$ cat config.mk
export PLATFORM = sky130hd
export DESIGN_NAME = macguffin_mode_engine
export DESIGN_NICKNAME = d
export VERILOG_FILES = /design/src/rtl/macguffin_mode_engine.sv
export SDC_FILE = /design/constraint.sdc
export NUM_CORES = 1
export LEC_CHECK = 0
export BUFFER_PORTS_ARGS = -buffer_cell sky130_fd_sc_hd__clkbuf_2
export CAP_MARGIN = 40
export CORE_MARGIN = 2
export CORE_UTILIZATION = 58
export DETAILED_ROUTE_END_ITERATION = 8
export PLACE_DENSITY = 0.77
export REMOVE_ABC_BUFFERS = 1
export SYNTH_ARGS = -nofsm -noshare
export SYNTH_HDL_FRONTEND = slang
export SYNTH_SLANG_ARGS = --single-unit
$ cat constraint.sdc
create_clock -name clk -period 3.2 [get_ports clk]
set_input_delay 0.32 -clock clk [delete_from_list [all_inputs] [get_ports clk]]
set_output_delay 0.32 -clock clk [all_outputs]
set_load 0.005 [all_outputs]
$ cat src/rtl/macguffin_mode_engine.sv
// macguffin_mode_engine: ECB/CBC/CTR chaining front-end for an external MacGuffin core, with output FIFO.
module macguffin_mode_engine #(
    parameter int BLOCK_W   = 64,
    parameter int OUT_DEPTH = 4,
    parameter int CNT_W     = 32
) (
    input  logic               clk,
    input  logic               rst,
    input  logic [1:0]         mode,
    input  logic [BLOCK_W-1:0] iv,
    input  logic [BLOCK_W-1:0] s_axis_tdata,
    input  logic               s_axis_tvalid,
    output logic               s_axis_tready,
    input  logic               s_axis_tlast,
    output logic [BLOCK_W-1:0] m_axis_tdata,
    output logic               m_axis_tvalid,
    input  logic               m_axis_tready,
    output logic               m_axis_tlast,
    output logic [BLOCK_W-1:0] core_req_data,
    output logic               core_req_valid,
    input  logic               core_req_ready,
    input  logic [BLOCK_W-1:0] core_resp_data,
    input  logic               core_resp_valid,
    output logic [CNT_W-1:0]   blocks_done
);
    localparam int PW = $clog2(OUT_DEPTH);
    localparam int CW = PW + 1;

    typedef enum logic [1:0] {IDLE, REQ, WAIT, PUSH} state_t;

    state_t             state, state_nx;
    logic [BLOCK_W-1:0] p_q, chain_q, ctr_q, r_q;
    logic               last_q, first_beat;
    logic [1:0]         mode_q;
    logic [BLOCK_W:0]   mem [OUT_DEPTH];
    logic [PW-1:0]      wr_ptr, rd_ptr;
    logic [CW-1:0]      count;
    logic               in_fire, push, pop, is_cbc, is_ctr, resp_take;

    // Reserved mode 3 falls through to ECB because neither flag is set.
    assign is_cbc    = mode_q == 2'd1;
    assign is_ctr    = mode_q == 2'd2;
    assign s_axis_tready = rst && state == IDLE && count < CW'(OUT_DEPTH);
    assign in_fire   = s_axis_tvalid && s_axis_tready;
    assign resp_take = state == WAIT && core_resp_valid;
    assign push      = state == PUSH;
    assign m_axis_tvalid = count != '0;
    assign pop       = m_axis_tvalid && m_axis_tready;
    assign {m_axis_tdata, m_axis_tlast} = m_axis_tvalid ? mem[rd_ptr] : '0;

    always_comb begin
        state_nx       = state;
        core_req_valid = 1'b0;
        core_req_data  = '0;
        case (state)
            IDLE: state_nx = in_fire ? REQ : IDLE;
            REQ: begin
                core_req_valid = 1'b1;
                core_req_data  = is_ctr ? ctr_q : is_cbc ? p_q ^ chain_q : p_q;
                state_nx       = core_req_ready ? WAIT : REQ;
            end
            WAIT: state_nx = core_resp_valid ? PUSH : WAIT;
            PUSH: state_nx = IDLE;
            default: state_nx = IDLE;
        endcase
    end

    always_ff @(posedge clk or negedge rst) begin
        if (!rst) begin
            state       <= IDLE;
            p_q         <= '0;
            chain_q     <= '0;
            ctr_q       <= '0;
            r_q         <= '0;
            last_q      <= 1'b0;
            mode_q      <= 2'd0;
            first_beat  <= 1'b1;
            wr_ptr      <= '0;
            rd_ptr      <= '0;
            count       <= '0;
            blocks_done <= '0;
        end else begin
            state <= state_nx;
            if (in_fire) begin
                p_q    <= s_axis_tdata;
                last_q <= s_axis_tlast;
                if (first_beat) begin
                    mode_q  <= mode;
                    chain_q <= iv;
                    ctr_q   <= iv;
                end
            end
            if (resp_take) begin
                r_q <= is_ctr ? p_q ^ core_resp_data : core_resp_data;
                if (is_cbc)
                    chain_q <= core_resp_data;
                if (is_ctr)
                    ctr_q <= ctr_q + BLOCK_W'(1);
            end
            if (push) begin
                wr_ptr      <= wr_ptr + PW'(1);
                blocks_done <= blocks_done + CNT_W'(1);
                first_beat  <= last_q;
            end
            if (pop)
                rd_ptr <= rd_ptr + PW'(1);
            if (push && !pop)
                count <= count + CW'(1);
            else if (!push && pop)
                count <= count - CW'(1);
        end
    end

    // Storage needs no reset: the head is masked to zero while the FIFO is empty.
    always_ff @(posedge clk) begin
        if (push)
            mem[wr_ptr] <= {r_q, last_q};
    end
endmodule

==> results by group <==
Drt
  – Drt total wl: 79,730 um
  – Via/cell ratio: 6.132
  – WL/cell: 23.22 um
  – Detail Route Antenna Nets: 0
  – DRT Pass-1 Iters: 6
  – DR iter-0 viols: 1,764
  – DR vias: 21,060
  – Number of remaining DRC errors: 0

Synth
  – Post-synthesis async set-or-reset flop share: 0.5365
  – Top-count cell post-synth: nand2_1
  – Sequential area share after synthesis: 0.5672
  – Mean area per synthesized cell: 11.62 um2
  – Top cells by count, synth: nand2_1, dfrtp_1, edfxtp_1, a211oi_1, nor2b_1
  – Top cell type's share of synthesized area: 0.2887
  – Register bit total from synthesis: 561
  – Synth area leaders: edfxtp_1, dfrtp_1, mux4_2
  – Post-synth EDFFs: 260
  – Post-synthesis cell area: 27,040 um2
  – Most frequently used flop master after synthesis: dfrtp_1
  – Cells after synthesis: 2,327
  – Yosys top cell by area: edfxtp_1
  – Syn. warnings: 0
  – Cell variety after synth: 71

Pwr
  – Worst VDD drop: 0.0005731 V
  – Total power: 29.53 mW
  – Lkg Pwr: 13.18 nW
  – Pwr dens: 895.4 nW/um2

Clock network
  – H-tree depth: 2
  – Worst-skew pair later-pin latency: 0.62 ns
  – Worst-path clk slew: 0.06 ns
  – Clock tree sinks: 561
  – Number of CTS-inserted buffers: 56
  – CTS Root Cell: clkbuf_16
  – CTS tree: built
  – CTS Buffer Depth: 3

Finish
  – Fillers: 3,228
  – Layout Nets: 2,987
  – Final core utilization: 0.7129
  – Layout cells sized above 1: 0.2368
  – Area added between synthesis and finish: 21.94%
  – FF/Latch Area: 15,360 um2
  – Area of the multi-input gates: 11,020 um2

Critical path
  – Critical path class: reg -> reg
  – Capturing element type of the critical path: register
  – CP max FO: 28
  – Slowest-stage cell, CP: nor4b_4
  – CP Launch Type: register
  – CP required: 3.74 ns
  – Arrival time worst endpoint: 3.47 ns
  – Max stage delay on crit path: 0.62 ns
  – Worst-path cell chain: nor4b_4 > and3_4 > buf_4 > nand2_1 > a31oi_1 > dlygate4sd3_1

STA
  – Headroom to the max-slew limit: 0.3923
  – Worst-Margin Slew: 0.9116 ns
  – Fmax: 341.4 MHz
  – Hold Fails Final Rpt: 0
  – Final period util: 0.9154
  – RSZ-0062 raised after global routing: false
  – Setup-failing EPs final: 0
  – Max-slew violations: 0
  – Clock period minus final worst setup slack: 2.929 ns
  – Final Skew: 0.01671 ns

Placed design
  – Gp weighted congestion: 0.8924
  – Port bufs: 364
  – Post-DP HPWL: 52,370 um

Global routing
  – Grt ovf: 0
  – Total track usage: 0.3324
  – Initial antenna violation count: 3
  – First-pass GRT wire length: 121,800 um
  – Vias in the first global route: 20,900
  – Largest net degree at the start of global routing: 150

Die
  – Ports: 365
  – Die width: 219.9 um
  – Initial core utilization: 0.5846
  – Die Y: 219.9 um
  – Core area: 46,260 um2
  – Core Rows: 79
  – Die area: 48,370 um2

Job
  – Max-cap violations: 0

Status
  – Status: finished clean

Hold path
  – HP Class: in -> reg
critical path, delay by kind of cell (launching register included):
| kind | cells | cell delay, ns |
|---|---|---|
| and+or+nand+nor | 3 | 1.29 |
| buffers and inverters | 2 | 0.89 |
| DFF | 1 | 0.51 |
| AOI/OAI and AO/OA | 1 | 0.16 |
per-layer routing:
layer	up-vias	global-route usage	wire length (um)
li1	9406	-	-
met5	-	0	14
met2	908	0.5579	39690
met3	161	0.04582	5355
met4	2	0.1101	2472
met1	10580	0.4496	32190
path summary, 6_finish.rpt:
path / endpoint / start / slack [ns] / depth (start not counted)
worst max-delay path: chain_q[0] / state[0] / 0.27 / 6
worst min-delay path: chain_q[30] / iv[30] / 0.02 / 3
worst max register to register: chain_q[0] / state[0] / 0.27 / 6
worst min register to register: blocks_done[31] / blocks_done[31] / 0.49 / 1
max in group asynchronous: r_q[58] / rst / 1.31 / 4
min in group asynchronous: blocks_done[20] / rst / 0.12 / 2
power breakdown:
part	switching, mW	internal, mW	leakage [nW]	total (mW)
Clock	2.78	3.98	0.921	6.76
Sequential	2.26	9.94	6.07	12.2
Combinational	5.43	5.14	6.19	10.6
Total	10.5	19.1	13.2	29.5
registers in the layout, summed over array words and instances (netlist names), named ones only:
name         flops
mem            260
chain_q         64
ctr_q           64
p_q             64
r_q             64
blocks_done     32
count            3
mode_q           2
rd_ptr           2
wr_ptr           2
first_beat       1
last_q           1
state            1
repair_timing:
action                                 CTS  global route
resized for setup                        0             0
buffers inserted                         0             0
hold buffers                           150             0
endpoints found under the hold margin  151             0
layout make-up:
type,count,area share
Antenna cell,2,0.0001518
Tap cell,607,0.02303
Timing Repair Buffer,561,0.1182
Sequential cell,561,0.4656
Clock buffer,85,0.04921
Inverter,13,0.001480
Multi-Input combinational cell,1585,0.3343
Clock inverter,20,0.008005
per-stage QoR:
stage / hold slack (ns) / cells / TNS [ns] / setup slack (ns) / cell area [um2]
2_1_floorplan: 0.02441 / 2159 / -736.19 / -4.639 / 26340
3_3_place_gp: 0.1671 / 3177 / 0 / 0.7400 / 29580
6_report: 0.01859 / 3434 / 0 / 0.2708 / 32980
3_5_place_dp: 0.1695 / 3177 / 0 / 0.7017 / 29580
5_1_grt: 0.01372 / 3434 / 0 / 0.09791 / 32980
4_1_cts: 0.0006625 / 3432 / 0 / 0.2701 / 32970
cells in the final DEF, fill, tap and decap left out, types with 7 or more instances in the layout:
cell	instances
a211oi_1	145
a21oi_1	14
a311oi_1	8
a31oi_1	69
and2_1	69
and3_1	27
and4_1	10
buf_12	17
buf_4	30
clkbuf_1	20
clkbuf_16	58
clkbuf_2	363
clkbuf_8	7
clkinv_2	8
dfrtp_1	296
dlygate4sd3_1	150
edfxtp_1	260
ha_1	7
inv_1	12
mux2_2	68
mux2i_1	7
mux4_2	65
nand2_1	332
nand3_1	46
nand4_1	41
nor2_1	129
nor2b_1	130
nor3_1	33
nor4_1	20
o21ai_0	74
o221a_2	8
o22ai_1	12
or3_1	7
xnor2_1	91
xor2_1	74
kinds of logic (layout without fill, tap and decap cells):
| logic type | Yosys count | in the layout | synth area share |
|---|---|---|---|
| AND/OR/NAND/NOR | 891 | 891 | 0.1649 |
| flip-flops | 561 | 561 | 0.5672 |
| AO/OA/AOI/OAI | 381 | 381 | 0.09757 |
| buffers and inverters | 181 | 679 | 0.02780 |
| XOR/XNOR | 165 | 165 | 0.05343 |
| multiplexers | 140 | 140 | 0.08503 |
| adder cells (fa/ha/maj) | 8 | 8 | 0.003979 |
| other | 0 | 2 | 0 |
No activity file was read; power rests on OpenSTA's default activity.
